## src/rtl/dic_ram_arbiter.sv

```systemverilog
// dic_ram_arbiter: round-robin share of the LZW dictionary RAM among search, string writer and output buffer.
// Optional zero-fill sweep is compiled in with DIC_ARB_INIT_EN.
module dic_ram_arbiter #(
   parameter int AddressSize = 8,
   parameter int DataWidth = 8
) (
   input  logic                     clk,
   input  logic                     reset,
   input  logic [2:0]               req,
   input  logic [2:0]               we,
   input  logic [3*AddressSize-1:0] addr,
   input  logic [3*DataWidth-1:0]   wdata,
   output logic [2:0]               gnt,
   output logic [2:0]               rvalid,
   output logic [DataWidth-1:0]     rdata,
   output logic [AddressSize-1:0]   ram_addr,
   output logic                     ram_we,
   output logic [DataWidth-1:0]     ram_wdata,
   input  logic [DataWidth-1:0]     ram_rdata,
   input  logic                     init_start,
   output logic                     init_busy,
   output logic                     init_done
);
   logic [AddressSize-1:0] reqAddr [3];
   logic [DataWidth-1:0] reqData [3];
   logic [1:0] ptr, p1, p2, k;
   logic win, grant, busy, startNow;
   logic [AddressSize-1:0] cnt, lastAddr;
   logic [DataWidth-1:0] lastData;
   logic [2:0] rvalidQ;

   for (genvar g = 0; g < 3; g++) begin : gUnpack
      assign reqAddr[g] = addr[g*AddressSize +: AddressSize];
      assign reqData[g] = wdata[g*DataWidth +: DataWidth];
   end

`ifdef DIC_ARB_INIT_EN
   typedef enum logic {RUN, INIT} stateE;
   stateE state;
   always_ff @(posedge clk) begin
      if (reset) begin
         state <= RUN;
         cnt <= '0;
      end else if (state == RUN) begin
         state <= init_start ? INIT : RUN;
      end else begin
         cnt <= cnt + 1'b1;
         if (&cnt) state <= RUN;
      end
   end
   assign busy = ~reset & (state == INIT);
   assign startNow = ~reset & (state == RUN) & init_start;
`else
   logic unusedInitStart;
   assign unusedInitStart = init_start;
   assign cnt = '0;
   assign busy = 1'b0;
   assign startNow = 1'b0;
`endif

   always_comb begin
      p1 = (ptr == 2'd2) ? 2'd0 : ptr + 2'd1;
      p2 = (ptr == 2'd0) ? 2'd2 : ptr - 2'd1;
      win = req[ptr] | req[p1] | req[p2];
      k = req[ptr] ? ptr : req[p1] ? p1 : p2;
      grant = win & ~reset & ~busy & ~startNow;
      gnt = grant ? 3'b001 << k : 3'b000;
      ram_we = busy | (grant & we[k]);
      ram_addr = reset ? '0 : busy ? cnt : grant ? reqAddr[k] : lastAddr;
      ram_wdata = (reset | busy) ? '0 : grant ? reqData[k] : lastData;
   end

   // Idle cycles keep the RAM address/data buses at whatever was last driven.
   always_ff @(posedge clk) begin
      if (reset) begin
         ptr <= 2'd0;
         rvalidQ <= '0;
         lastAddr <= '0;
         lastData <= '0;
      end else begin
         if (grant) ptr <= (k == 2'd2) ? 2'd0 : k + 2'd1;
         rvalidQ <= gnt & ~we;
         lastAddr <= ram_addr;
         lastData <= ram_wdata;
      end
   end

   assign rvalid = rvalidQ & {3{~reset}};
   assign rdata = ram_rdata;
   assign init_busy = busy;
   assign init_done = busy & (&cnt);
endmodule
```

## config.mk

```make
export PLATFORM = sky130hd
export DESIGN_NAME = dic_ram_arbiter
export DESIGN_NICKNAME = d
export VERILOG_FILES = /design/src/rtl/dic_ram_arbiter.sv
export SDC_FILE = /design/constraint.sdc
export NUM_CORES = 1
export LEC_CHECK = 0
export CAP_MARGIN = 20
export CORE_ASPECT_RATIO = 0.9
export CORE_MARGIN = 4
export CORE_UTILIZATION = 38
export CTS_BUF_LIST = sky130_fd_sc_hd__clkbuf_8
export DETAILED_ROUTE_END_ITERATION = 10
export PLACE_DENSITY = 0.89
export SYNTH_ARGS = -nofsm -noshare
export SYNTH_HDL_FRONTEND = slang
export SYNTH_SLANG_ARGS = --single-unit
```

## constraint.sdc

```tcl
create_clock -name clk -period 3.2 [get_ports clk]
set_input_delay 0.48 -clock clk [delete_from_list [all_inputs] [get_ports clk]]
set_output_delay 0.48 -clock clk [all_outputs]
set_load 0.05 [all_outputs]
```

==> flow_results.org <==
** Synth
- Each instance of the synthesized netlist takes up on average 8.61 um2.
- Number of instances in the synthesized netlist :: 180
- Post-synthesis simple-gate area fraction :: 12.1%
- The synthesized netlist contains 40 unique library cells.
- XOR/XNOR Fraction of Synth Area :: 0%
- By area, the combinational part of the netlist is dominated by compound AO/OA/AOI/OAI gates.
- Number of synthesized register bits :: 21
- The mapped netlist covers 0.00155 mm2.
- Most used standard cell by instance count after synthesis :: o21ai_0
- Yosys printed 0 warnings.
- Among all flip-flop cells after synthesis, the most frequent one is dfxtp_1.
- Synth top area share :: 27.1%
- Most instantiated cells after synthesis :: o21ai_0 (27), dfxtp_1 (21), inv_1 (12), mux2i_1 (12), nor3_1 (11)
- Yosys top cell by area :: dfxtp_1
- Sequential-to-total area share from yosys stat :: 27.1%
- Synthesized-area fraction occupied by ao, oa, aoi and oai cells :: 36.0%
- Multiplexer area fraction after synthesis :: 9.45%
- Share of synthesized cell area in full adder, half adder and majority cells :: 3.23%
- For this run, asynchronously set or reset flops after synthesis account for 0%.
- EDFF count, synth :: 0
- Cell types with the largest area share after synthesis :: dfxtp_1 (27%), o21ai_0 (8.7%), mux2i_1 (7.8%)

** Floorplanning
- DIE AREA :: 0.00516 mm2
- Number of primary I/O pins :: 98
- Number of placement rows :: 21
- From bottom edge to top edge, the die measures 68.6 um.
- Measured along the x axis, the die boundary spans 75.3 um.
- The core region is 0.00384 mm2.
- For this configuration, the core starts out at a cell density of 40.4%.

** Worst setup path
- At the worst endpoint, the required time is 2.72 ns.
- Tracing the worst setup path back leads to its startpoint at ptr[0].
- Terminus of the critical flop-to-flop path :: lastData[1]
- Library cell contributing the largest single delay on the critical path :: dfxtp_4
- In this run the register-to-register setup slack is 0.47 ns.
- The startpoint identified for the worst register-to-register timing path is ptr[0].
- Counting both buffers and inverters, the worst setup path holds a total of 5.
- Sequence of cells on the critical path :: inv_2, ha_1, nand3b_1, o211ai_1, a31o_2, and4_4, buf_2, buf_4, buf_4, buf_12
- On the worst path, the slowest cell contributes a delay of 0.39 ns.
- The worst register-to-register path has a depth of 10.
- Crit start category :: flop
- WP depth :: 10
- Crit end category :: primary output
- The critical path is of the flop to primary output type.
- STA puts the critical path data arrival time at 2.64 ns.
- Following the worst setup path forward leads to its endpoint at gnt[0].
- By instance count, the cell type seen most on the critical path is buf_4.
- Crit-path max FO :: 8
- Among cell families on the critical path, the largest total delay comes from buffers and inverters.

** STA
- Setup total negative slack :: 0 ns
- Max Slew Vio Count :: 0
- Shortest clock period the worst path allows after layout :: 3.12 ns
- Between clock sinks in the finished design, the worst skew comes to 0.00210 ns.
- The final critical path takes up 97.6% of the cycle.
- Maximum clock rate :: 0.320 GHz
- The worst pin sits at a relative slew slack of 65.6%.
- Setup slack after layout :: 0.0776 ns
- Count of final setup violators :: 0
- Worst slew pin tran :: 0.515 ns
- The final hold violation count came to 0.

** CTS
- Number of buffers inserted by hold repair at cts :: 0
- CTS saw 21 sinks.
- For the worst-skew pair, the clock arrives at the later sink with an insertion delay of 0.26 ns.
- The cell sitting at the root of the clock tree is a clkbuf_8.
- TritonCTS built the clock tree.
- Buffers inserted during clock tree synthesis total 3.
- Bufs on Longest Clock Path :: 2
- Reg clk slew, reported paths :: 0.08 ns
- Max H-tree Level :: 1

** Placement
- Routability-driven placement finished with a final weighted congestion of 0.854.
- Input and output buffers added on the ports amount to 78.
- OpenSTA, run right after detailed placement, puts the worst setup slack at -0.0263 ns.
- After legalization and detailed placement, the total HPWL measured 4.05 mm.
- Summing all placed instances gives a cell area of 0.00273 mm2.

** GRT
- Largest net degree at the start of global routing :: 18
- The number of antenna violations at the first check in global routing came to 0.
- The first global-routing pass estimated 7.80 mm of wire.
- GRT Util Overall :: 19.7%
- Sum of overflow across all layers after global routing :: 0
- Via count of the first global-routing pass :: 1744

** Layout
- Synth-to-Final Area Change :: 87.6%
- After the last flow step, the layout net total stands at 339.
- In the final layout, the share of cells above drive strength 1 is 31.2%.
- Diodes inserted :: 0
- Area of all placed cells without fillers :: 0.00291 mm2

** Route
- For this run, the detailed router's first-pass iteration total came to 4.
- After the first detailed-routing iteration, the DRC count stood at 134.
- Using the TritonRoute via totals, the vias-per-cell ratio works out to 5.70.
- The routed layout has 1797 vias.
- Wire length per cell :: 17.0 um
- Post-Route WL :: 5.35 mm
- Post-detailed-route count of antenna-violating nets :: 0
- In the routed design, unresolved DRC markers number 0.

** Run
- Across the run, the number of max-cap violations was 0.

** Pwr
- Leak Pwr :: 1.14 nW
- Pwr per Cell Area :: 1070 mW/mm2
- Peak supply drop :: 0.000626 V

** Run status
- Status :: finished clean

** Worst hold path
- The min-delay analysis places its worst path in the category flop to flop.
## metal layers
layer | part of all wire [%] | up-vias | global-route usage, %
met5 | 0 | - | 0
met4 | 0.82 | 0 | 4.80
met3 | 8.1 | 4 | 6.09
met2 | 51 | 74 | 36.4
met1 | 40 | 849 | 21.9
li1 | - | 870 | -
## timing repair
action | 4_1_cts | 5_1_grt
gates resized for setup | 2 | 25
setup endpoints to repair | 6 | 16
cloned | 0 | 1
pin swaps | 0 | 2
setup buffers | 0 | 5
## layout by cell type, fill, tap and decap left out, drive strengths merged, types with 2 or more instances in the layout
cell type	Yosys	layout
a2111oi	16	16
a211oi	8	8
a21oi	4	4
a31o	2	2
a32oi	8	8
and4	1	2
buf	15	45
clkbuf	6	4
clkdlybuf4s50	0	55
conb	1	2
dfxtp	21	21
dlymetal6s2s	0	3
ha	4	4
inv	12	12
mux2	2	2
mux2i	12	12
nand2	6	6
nand3	3	3
nor2b	4	4
nor3	11	11
nor4	3	3
o21ai	28	28
## worst min-delay path: stages (launching register included)
cell,delay [ns]
dfxtp_1,0.31
a32oi_1,0.06
o21ai_0,0.06
## where the power goes
part	leakage [nW]	switching [mW]	internal [mW]	total, mW
Sequential	0.175	0.0348	0.366	0.401
Clock	0.0255	0.0866	0.0866	0.173
Combinational	0.938	1.39	1.16	2.54
## worst min path at each step
stage / slack (ns) / from / to / cells after the start
after CTS: 0.47 / lastAddr[4] / lastAddr[4] / 2
final: 0.46 / lastAddr[4] / lastAddr[4] / 2
after detailed placement: 0.45 / lastAddr[4] / lastAddr[4] / 2
after floorplan: 0.43 / lastAddr[0] / lastAddr[0] / 2
after global placement: 0.44 / lastData[6] / lastData[6] / 2
after global routing: 0.49 / lastAddr[4] / lastAddr[4] / 2
## per-stage QoR
step                      cells  total power, mW  utilization [%]  hold slack [ns]
after floorplan             181             1.82                -            0.429
final                       315             3.12             75.7            0.464
after CTS                   309             2.97             72.6            0.466
after global placement      305             2.73             71.3            0.440
after detailed placement    305             2.78             71.3            0.448
after global routing        315             3.27             75.7            0.495
## logic make-up after synthesis
logic type / after synthesis
flops: 21
mux: 14
other cells: 1
simple gates: 34
buf+inv: 33
fa+ha+maj: 4
compound gates: 73
## area by class of cell
class,count,area [um2]
Timing Repair Buffer,104,1190
Multi-Input combinational cell,128,1140
Fill cell,248,931
Sequential cell,21,428
Tap cell,46,57.6
Inverter,12,45.0
Clock buffer,3,41.3
Clock inverter,1,5.00
## state kept, by name, summed over array words and instances, names as in the netlist
name      count
lastAddr      8
lastData      8
rvalidQ       3
ptr           2
(Power assumes the default switching activity.)
